===== src/rtl/ray_cast_scheduler.sv =====
// ray_cast_scheduler
//  Per-frame ray scheduler for the raycaster. Sweeps NUM_COLS screen columns,
//  steps the ray angle in fixed point (integer degrees + 1/1024 degree fraction),
//  launches the horizontal and vertical wall-intersection engines together,
//  collects both results, picks the nearer hit and writes it to the column buffer.
//
//  Optional build macro: RAY_TIMEOUT_EN
//    defined   - per-ray watchdog in WAIT; missing engine results after
//                TIMEOUT_CYC cycles are treated as "no wall"; adds the
//                sticky output timeout_seen (cleared on LATCH).
//    undefined - WAIT blocks until both engines report.
//
//  Ports
//    clock, resetn            clock, synchronous active-low reset
//    start_frame              frame request, honoured only in IDLE
//    player_X/Y, view_ang_X/Y player position and view angle, latched at frame start
//    ray_X/Y, ray_alpha_X/Y   ray origin and angle presented to both engines
//    begin_h/v                one-cycle engine launch pulses
//    h_end/v_end, h_found/v_found, h_wallX/Y, v_wallX/Y   engine results
//    col_we, col_addr, col_dist, col_side                 column-buffer write
//    frame_busy, frame_done   sweep status
//    timeout_seen             (RAY_TIMEOUT_EN only) a ray hit the watchdog
//
//  state  | meaning
//  IDLE   | waiting for start_frame
//  LATCH  | capture player/view, compute first ray angle
//  LAUNCH | begin_h/begin_v high, result flags cleared
//  WAIT   | collecting h_end / v_end
//  SELECT | choose nearer hit, arm the column write
//  WRITE  | col_we high
//  NEXT   | advance column and angle, or finish the frame

module ray_cast_scheduler #(
    parameter int NUM_COLS    = 160,
    parameter int HALF_FOV_X  = 30,
    parameter int STEP_X      = 0,
    parameter int STEP_Y      = 384,
`ifdef RAY_TIMEOUT_EN
    parameter int TIMEOUT_CYC = 1024,
`endif
    localparam int COL_W      = $clog2(NUM_COLS)
) (
    input  logic                    clock,
    input  logic                    resetn,
    input  logic                    start_frame,
    input  logic signed [12:0]      player_X,
    input  logic signed [12:0]      player_Y,
    input  logic [9:0]              view_ang_X,
    input  logic [9:0]              view_ang_Y,
    output logic signed [12:0]      ray_X,
    output logic signed [12:0]      ray_Y,
    output logic [9:0]              ray_alpha_X,
    output logic [9:0]              ray_alpha_Y,
    output logic                    begin_h,
    output logic                    begin_v,
    input  logic                    h_end,
    input  logic                    v_end,
    input  logic                    h_found,
    input  logic                    v_found,
    input  logic signed [12:0]      h_wallX,
    input  logic signed [12:0]      h_wallY,
    input  logic signed [12:0]      v_wallX,
    input  logic signed [12:0]      v_wallY,
    output logic                    col_we,
    output logic [COL_W-1:0]        col_addr,
    output logic [12:0]             col_dist,
    output logic                    col_side,
    output logic                    frame_busy,
    output logic                    frame_done
`ifdef RAY_TIMEOUT_EN
    ,
    output logic                    timeout_seen
`endif
);

    typedef enum logic [2:0] {
        IDLE, LATCH, LAUNCH, WAIT, SELECT, WRITE, NEXT
    } state_t;

    localparam logic [COL_W-1:0] LAST_COL = COL_W'(NUM_COLS - 1);

    state_t             state;
    logic [COL_W-1:0]   col;
    logic               h_done, v_done;
    logic               h_hit, v_hit;
    logic signed [12:0] h_x, h_y, v_x, v_y;

`ifdef RAY_TIMEOUT_EN
    localparam int TO_W = (TIMEOUT_CYC > 1) ? $clog2(TIMEOUT_CYC) : 1;
    logic [TO_W-1:0] to_cnt;
`endif

    // Chebyshev distance: both hits sit on the same ray, so max(|dx|,|dy|)
    // orders them exactly without a multiplier.
    function automatic logic [12:0] cheb(input logic signed [12:0] wx,
                                         input logic signed [12:0] wy,
                                         input logic signed [12:0] rx,
                                         input logic signed [12:0] ry);
        logic signed [13:0] dx, dy;
        logic [13:0]        ax, ay;
        dx = {wx[12], wx} - {rx[12], rx};
        dy = {wy[12], wy} - {ry[12], ry};
        ax = dx[13] ? 14'(-dx) : 14'(dx);
        ay = dy[13] ? 14'(-dy) : 14'(dy);
        return (ax >= ay) ? ax[12:0] : ay[12:0];
    endfunction

    logic [12:0] d_h, d_v, sel_dist;
    logic        sel_side;

    always_comb begin
        d_h      = cheb(h_x, h_y, ray_X, ray_Y);
        d_v      = cheb(v_x, v_y, ray_X, ray_Y);
        sel_dist = 13'h1FFF;
        sel_side = 1'b0;
        if (h_hit && v_hit) begin
            // tie goes to the horizontal-grid hit
            if (d_v < d_h) begin
                sel_dist = d_v;
                sel_side = 1'b1;
            end else begin
                sel_dist = d_h;
            end
        end else if (h_hit) begin
            sel_dist = d_h;
        end else if (v_hit) begin
            sel_dist = d_v;
            sel_side = 1'b1;
        end
    end

    // First ray angle: view - HALF_FOV_X, folded back into 0..359.
    logic [11:0] a_start;
    always_comb begin
        a_start = {2'b00, view_ang_X} + 12'd360 - 12'(HALF_FOV_X);
        if (a_start >= 12'd360)
            a_start = a_start - 12'd360;
    end

    // Per-column step with fraction carry into the integer degrees.
    logic [10:0] frac_sum;
    logic [10:0] ang_sum;
    always_comb begin
        frac_sum = {1'b0, ray_alpha_Y} + 11'(STEP_Y);
        ang_sum  = {1'b0, ray_alpha_X} + 11'(STEP_X) + {10'd0, frac_sum[10]};
        if (ang_sum >= 11'd360)
            ang_sum = ang_sum - 11'd360;
    end

    always_ff @(posedge clock) begin
        if (!resetn) begin
            state       <= IDLE;
            col         <= '0;
            h_done      <= 1'b0;
            v_done      <= 1'b0;
            h_hit       <= 1'b0;
            v_hit       <= 1'b0;
            h_x         <= '0;
            h_y         <= '0;
            v_x         <= '0;
            v_y         <= '0;
            ray_X       <= '0;
            ray_Y       <= '0;
            ray_alpha_X <= '0;
            ray_alpha_Y <= '0;
            begin_h     <= 1'b0;
            begin_v     <= 1'b0;
            col_we      <= 1'b0;
            col_addr    <= '0;
            col_dist    <= '0;
            col_side    <= 1'b0;
            frame_busy  <= 1'b0;
            frame_done  <= 1'b0;
`ifdef RAY_TIMEOUT_EN
            to_cnt       <= '0;
            timeout_seen <= 1'b0;
`endif
        end else begin
            begin_h    <= 1'b0;
            begin_v    <= 1'b0;
            col_we     <= 1'b0;
            frame_done <= 1'b0;
            case (state)
                IDLE: begin
                    if (start_frame) begin
                        frame_busy <= 1'b1;
                        state      <= LATCH;
                    end
                end
                LATCH: begin
                    ray_X       <= player_X;
                    ray_Y       <= player_Y;
                    ray_alpha_X <= a_start[9:0];
                    ray_alpha_Y <= view_ang_Y;
                    col         <= '0;
                    begin_h     <= 1'b1;
                    begin_v     <= 1'b1;
`ifdef RAY_TIMEOUT_EN
                    timeout_seen <= 1'b0;
`endif
                    state       <= LAUNCH;
                end
                LAUNCH: begin
                    h_done <= 1'b0;
                    v_done <= 1'b0;
                    h_hit  <= 1'b0;
                    v_hit  <= 1'b0;
`ifdef RAY_TIMEOUT_EN
                    to_cnt <= TO_W'(TIMEOUT_CYC - 1);
`endif
                    state  <= WAIT;
                end
                WAIT: begin
                    if (h_end && !h_done) begin
                        h_done <= 1'b1;
                        h_hit  <= h_found;
                        h_x    <= h_wallX;
                        h_y    <= h_wallY;
                    end
                    if (v_end && !v_done) begin
                        v_done <= 1'b1;
                        v_hit  <= v_found;
                        v_x    <= v_wallX;
                        v_y    <= v_wallY;
                    end
                    if ((h_done || h_end) && (v_done || v_end)) begin
                        state <= SELECT;
                    end
`ifdef RAY_TIMEOUT_EN
                    else if (to_cnt == '0) begin
                        // an engine that has not answered counts as "no wall"
                        if (!h_done && !h_end) h_hit <= 1'b0;
                        if (!v_done && !v_end) v_hit <= 1'b0;
                        timeout_seen <= 1'b1;
                        state        <= SELECT;
                    end else begin
                        to_cnt <= to_cnt - 1'b1;
                    end
`endif
                end
                SELECT: begin
                    col_dist <= sel_dist;
                    col_side <= sel_side;
                    col_addr <= col;
                    col_we   <= 1'b1;
                    state    <= WRITE;
                end
                WRITE: begin
                    if (col == LAST_COL) begin
                        frame_busy <= 1'b0;
                        frame_done <= 1'b1;
                    end
                    state <= NEXT;
                end
                NEXT: begin
                    if (col == LAST_COL) begin
                        state <= IDLE;
                    end else begin
                        col         <= col + 1'b1;
                        ray_alpha_X <= ang_sum[9:0];
                        ray_alpha_Y <= frac_sum[9:0];
                        begin_h     <= 1'b1;
                        begin_v     <= 1'b1;
                        state       <= LAUNCH;
                    end
                end
                default: state <= IDLE;
            endcase
        end
    end

endmodule


===== config.mk =====
export PLATFORM = sky130hd
export DESIGN_NAME = ray_cast_scheduler
export DESIGN_NICKNAME = d
export VERILOG_FILES = /design/src/rtl/ray_cast_scheduler.sv
export SDC_FILE = /design/constraint.sdc
export NUM_CORES = 1
export LEC_CHECK = 0
export ABC_CLOCK_PERIOD_IN_PS = 15000
export CAP_MARGIN = 20
export CORE_ASPECT_RATIO = 1.2
export CORE_MARGIN = 3
export CORE_UTILIZATION = 50
export CTS_BUF_LIST = sky130_fd_sc_hd__clkbuf_8
export CTS_CLUSTER_SIZE = 40
export DETAILED_ROUTE_END_ITERATION = 8
export PLACE_DENSITY = 0.82
export SYNTH_ARGS = -nofsm -noshare
export SYNTH_HDL_FRONTEND = slang
export SYNTH_SLANG_ARGS = --single-unit

===== constraint.sdc =====
create_clock -name clock -period 15 [get_ports clock]
set_clock_uncertainty 0.15 [all_clocks]
set_input_delay 3 -clock clock [delete_from_list [all_inputs] [get_ports clock]]
set_output_delay 3 -clock clock [all_outputs]
set_load 0.02 [all_outputs]

[Yosys cells after proc, flatten, opt, wreduce, memory -nomap -nowiden]
Index checks and enable logic that the tools add are counted.
W data, S select, Z words.
Storage, ports and cells
  register bits: 139
  input port bits: 105
Cells by class
  add/subtract/negate cells: 15
  $lt $le $gt $ge: 5
  eq/ne operators: 13
  muxes and demuxes: 41
  reduce and logical (&&, ||, !) cells: 20
Operator list (number)
  $mux W13: 6
  $mux W14: 4
  $neg A14 Y14: 4
  $sub A13 B13 Y14: 4
  $mux W10: 4
  $pmux W10 S2: 2
  $ge A14 B14 Y1: 2
  $add A10 B9 Y11 const B: 2
  $pmux W3 S7: 1
  $sub A10 B9 Y10 const B: 2
  $pmux W8 S2: 1
  $reduce_and A2 Y1: 7
  $lt A13 B13 Y1: 1
  $mux W1: 13
  $ge A12 B9 Y1 const B: 1
  $ne A2 B2 Y1 const B: 6
  $pmux W1 S2: 6
  $sub A11 B5 Y12 const B: 1
  $add A10 B1 Y11: 1
  $ge A11 B9 Y1 const B: 1
  $eq A3 B3 Y1 const B: 3
  $add A8 B1 Y8 const B: 1
  $eq A8 B8 Y1 const B: 1
  $mux W8: 1
  10 further kinds: 19

[Longest topological paths before layout]
  depth in word-level cells: 8
  gate-level depth with buffers: 36

[Least setup slack after synthesis]
No wires, ideal clock.
  kind: register to register
  from: register ray_Y[1]
  to: register col_dist[3]
  setup time: 0.095 ns
  arrival time: 6.441 ns
  data required time: 14.755 ns
  setup slack: 8.314 ns
  cell stages (with the launch flop): 37
  clock period less this slack: 6.686 ns
  path through: dfxtp_1 -> inv_1 -> ha_1 -> nor2b_1 -> o2111ai_1 -> nand3_1 -> a31oi_1 -> o21ai_0 -> nor4_1 -> a21oi_1 -> clkbuf_1 -> nor2_1 -> xor2_1 -> ha_1 -> a21o_1 -> a21oi_1 -> o221ai_1 -> a211o_1 -> a21oi_1 -> o21ai_0 -> a31oi_1 -> clkbuf_1 -> nand2_1 -> o21ai_0 -> inv_1 -> ha_1 -> a21o_1 -> a21o_1 -> a21oi_1 -> o21ai_0 -> a211o_1 -> nor2_1 -> o211ai_2 -> o211ai_1 -> o21ai_1 -> buf_2 -> a221oi_1
Between the ends
  longest elaborated chain between the ends: 8
Ends and longest elaborated chain
  start, declared: RTL line 51  | output logic signed [12:0] ray_Y,
  start signal, assigned: RTL line 192  | ray_Y <= player_Y;
  $sub A13 B13 Y14: RTL line 102  | dy = {wy[12], wy} - {ry[12], ry};
  $neg A14 Y14: RTL line 104  | ay = dy[13] ? 14'(-dy) : 14'(dy);
  $mux W14: RTL line 104
  $ge A14 B14 Y1: RTL line 105  | return (ax >= ay) ? ax[12:0] : ay[12:0];
  $mux W13: RTL line 105
  $lt A13 B13 Y1 or $mux W13 (tied branches): RTL line 118, 126
  $mux W13 (on tied branches): RTL line 118, 124
  $mux W13 *: RTL line 116  | if (h_hit && v_hit) begin
  end signal, assigned: RTL line 242  | col_dist <= sel_dist;
  end, declared: RTL line 66  | output logic [12:0] col_dist,
Mark *: on every way between the ends. The rest lies on a longest branch, timed or not.
A chain may end at the register's enable or synchronous reset.

[Final worst setup path]
  from: register ray_X[1]
  to: register col_dist[5]
Between the ends
  longest elaborated chain between the ends: 8
Ends and longest elaborated chain
  start, declared: RTL line 50  | output logic signed [12:0] ray_X,
  start signal, assigned: RTL line 191  | ray_X <= player_X;
  $sub A13 B13 Y14: RTL line 101  | dx = {wx[12], wx} - {rx[12], rx};
  $neg A14 Y14: RTL line 103  | ax = dx[13] ? 14'(-dx) : 14'(dx);
  $mux W14: RTL line 103
  $ge A14 B14 Y1: RTL line 105
  $mux W13: RTL line 105
  $lt A13 B13 Y1 or $mux W13 (tied branches): RTL line 118, 126
  $mux W13 (on tied branches): RTL line 118, 124
  $mux W13 *: RTL line 116
Marks and branches as above.

==> metrics <==
metal3 WL approximately 2.1 mm; Critical Path End col_dist[5]; H-tree levels 4; Worst path max stage delay approximately 0.44 ns; Peak VDD IR approximately 0.00015 V; CP Class reg -> reg; core area approximately 21000 sq um; Post-DP HPWL about 24 mm; Die Wd about 140 um; Setup-failing EPs final 0; cell leakage power approximately 5.2 nW; Total GRT Usage 25.89%; metal2 WL ~15 mm; Routed met1 length 12.80 mm; # IOs between 150 and 200; worst reg-to-reg path cell count 35; Async SR Flop Fraction 0%; clk sinks 139; Reg2Reg Setup Slack approximately 7.7 ns; Reg clk slew, reported paths roughly 0.090 ns; Area Growth Syn to Fin 22.27%; DRC violations left 0; Worst setup EP type register; GRT overflow 0; post-route ant nets 0; status finished clean; fin crit share around half; Pins Over Slew Limit 0; Clk Latency, worst-skew pair between 0.4 and 0.5 ns; Avg Cell Area, Syn just under 8 sq um; RSZ-0062 raised after global routing false; setup tns final 0 ns; die area 23270 sq um; Synth warnings 0; clock buffer depth 2; reg-to-reg critical path endpoint col_dist[5]; Worst path most repeated cell o21ai_0; Layout fillers approximately 1900; largest net degree at the start of global routing a little under 80; initial antenna violation count 2; syn nets about 1600; Rel. slew slack 36.92%; Syn Std Cell Area around 11000 sq um; Via-to-Cell Ratio between 5 and 6; sequential-to-total area share from yosys stat between 20% and 30%; critical path launch point ray_X[1]; Initial Util between 50% and 60%; routability cong. approximately 0.95; Final Hold Viols 0; I/O Buffers 177; CTS tree built; R2R Path Start ray_X[1]; Routed WL just over 30 mm; clock root cell clkbuf_8; drt first pass iters 5; minimum clock period 7.328 ns; pwr dens 166.4 nW/um^2; number of cell rows between 50 and 60; maxcap violations 0; most used flip-flop cell after synthesis dfxtp_1; per-cell routed wire length 16.88 um; share of cells above drive strength 1 approximately 4.8%; nets ~1800; number of global-route vias before repair approximately 10000; crit path DAT ~7.6 ns; Synth Instances approximately 1400; via count ~10000; WP data required approximately 15 ns; EDFF count, synth 0; Post-CTS Setup Bufs 0; Worst Setup Start Kind register; Hold/Removal Path Class reg -> reg; first-pass GRT wire length between 40 and 50 mm; Top Metal Used met5; FF+latch count, synth roughly 140; Pwr Total 2.184 mW; Post-CTS Resized 0; initial DRC count 694; Worst-Margin Slew around 0.95 ns; Crit-path slowest cell dfxtp_1; CTS buffer count 17; critical path peak fanout 23; Netlist cell types ~70; CTS Hold Buffers Added 0; f_max between 0.1 and 0.15 GHz; Die Ht 166.5 um
## through the flow
| stage | area, sq um | setup WS (ns) | hold slack, ns | instances | util (%) |
|---|---|---|---|---|---|
| floorplan | 10730 | 8.314 | 0.2935 | 1388 | - |
| global placement | 12710 | 7.736 | 0.3024 | 1791 | 60.39 |
| detailed placement | 12710 | 7.501 | 0.3072 | 1791 | 60.39 |
| CTS | 13090 | 7.510 | 0.3194 | 1823 | 62.20 |
| global route | 13120 | 7.095 | 0.3381 | 1827 | 62.35 |
| finish | 13120 | 7.672 | 0.3143 | 1827 | 62.35 |
## cell usage after synthesis, drive strengths merged (6+ instances only)
master | count | area (sq um)
a21boi | 101 | 758.2
a21o | 22 | 165.2
a21oi | 64 | 320.3
a221oi | 13 | 163.9
a31oi | 14 | 87.58
and2 | 15 | 93.84
and3 | 7 | 43.79
clkbuf | 49 | 183.9
dfxtp | 139 | 2783
ha | 102 | 1276
inv | 75 | 281.5
mux2i | 13 | 130.1
nand2 | 262 | 983.4
nand2b | 17 | 106.4
nand3 | 26 | 130.1
nand3b | 6 | 45.04
nand4 | 7 | 43.79
nor2 | 81 | 304.0
nor2b | 27 | 176.4
nor3 | 21 | 105.1
nor4 | 8 | 56.30
o211a | 12 | 120.1
o211ai | 15 | 117.6
o21a | 8 | 60.06
o21ai | 87 | 435.4
o21bai | 7 | 52.55
o31ai | 6 | 45.04
or3 | 6 | 37.54
xnor2 | 66 | 578.1
xor2 | 42 | 367.9
## worst max-delay path, delay by kind of cell (launching register included)
kind                       cells  cell delay [ns]
AOI/OAI and AO/OA             22             4.09
DFF                            1             0.44
adders and majority gates      3             0.91
xor gates and xnor gates       1             0.24
and+or+nand+nor                5             0.76
buffers and inverters          4             0.68
## report_power, final
part	switching [mW]	leakage, nW	internal (mW)	total (mW)
combinational	0.888	3.93	0.599	1.49
clock	0.161	0.190	0.140	0.302
sequential	0.0131	1.13	0.382	0.395
total	1.06	5.25	1.12	2.18
## flip-flops by register name, indices dropped and copies added (netlist names), 10 cells and up
register     count
col_dist        13
h_x             13
v_y             13
v_x             13
ray_Y           13
ray_alpha_X     10
ray_X           13
h_y             13
ray_alpha_Y     10
## layout by cell type, fill, tap and decap left out, types with 5 or more instances in the layout
| master | n |
|---|---|
| a21oi_1 | 64 |
| ha_1 | 102 |
| and3_1 | 7 |
| nor3_1 | 21 |
| nor2_1 | 81 |
| a221oi_1 | 5 |
| a21boi_0 | 101 |
| nand2b_1 | 17 |
| a221oi_2 | 8 |
| clkdlybuf4s50_1 | 176 |
| a31oi_1 | 14 |
| o211a_1 | 12 |
| o211ai_1 | 14 |
| o21a_1 | 8 |
| nand2_1 | 262 |
| nand3_1 | 26 |
| buf_4 | 13 |
| nor2b_1 | 25 |
| nand3b_1 | 6 |
| a211oi_1 | 5 |
| o31ai_1 | 6 |
| dfxtp_1 | 139 |
| or3_1 | 6 |
| clkbuf_8 | 19 |
| xor2_1 | 42 |
| nor4_1 | 7 |
| o21bai_1 | 7 |
| o21ai_1 | 5 |
| a21o_1 | 22 |
| mux2i_1 | 13 |
| xnor2_1 | 66 |
| nand4_1 | 7 |
| inv_1 | 76 |
| nor3b_1 | 5 |
| and2_1 | 15 |
| o21ai_0 | 81 |
## per-layer routing
metal,vias up,GRT usage (%)
met5,-,0
met1,4838,31.63
met2,309,44.38
met3,65,5.887
li1,5159,-
met4,2,9.650
## worst min-delay path by stage
| stage | startpoint | end | cells past startpoint |
|---|---|---|---|
| 2_1_floorplan | h_x[0] | h_x[0] | 2 |
| 4_1_cts | col_addr[6] | col_addr[6] | 2 |
| 5_1_grt | col_addr[6] | col_addr[6] | 2 |
| 6_report | col_addr[6] | col_addr[6] | 2 |
| 3_5_place_dp | col_addr[6] | col_addr[6] | 2 |
| 3_3_place_gp | v_y[0] | v_y[0] | 2 |
## cell families (layout without fill, tap and decap cells)
group           count (synthesis)  count (layout)  share of synthesized area (%)
compound gates                387             387                          25.08
buf+inv                       129             297                          4.710
other cells                     0               1                              0
fa+ha+maj                     107             107                          12.74
flops                         139             139                          25.93
simple gates                  503             503                          21.31
xor+xnor                      108             108                          8.813
mux                            15              15                          1.422
## area by class of cell
| type | count | area, sq um | area share, % |
|---|---|---|---|
| Clock buffer | 19 | 261.5 | 1.993 |
| Multi-Input combinational cell | 1120 | 7463 | 56.87 |
| Antenna cell | 1 | 2.502 | 0.01907 |
| Inverter | 75 | 281.5 | 2.145 |
| Timing Repair Buffer | 190 | 1874 | 14.28 |
| Clock inverter | 13 | 118.9 | 0.9058 |
| Tap cell | 270 | 337.8 | 2.574 |
| Sequential cell | 139 | 2783 | 21.21 |
No activity file was read; power rests on OpenSTA's default activity.
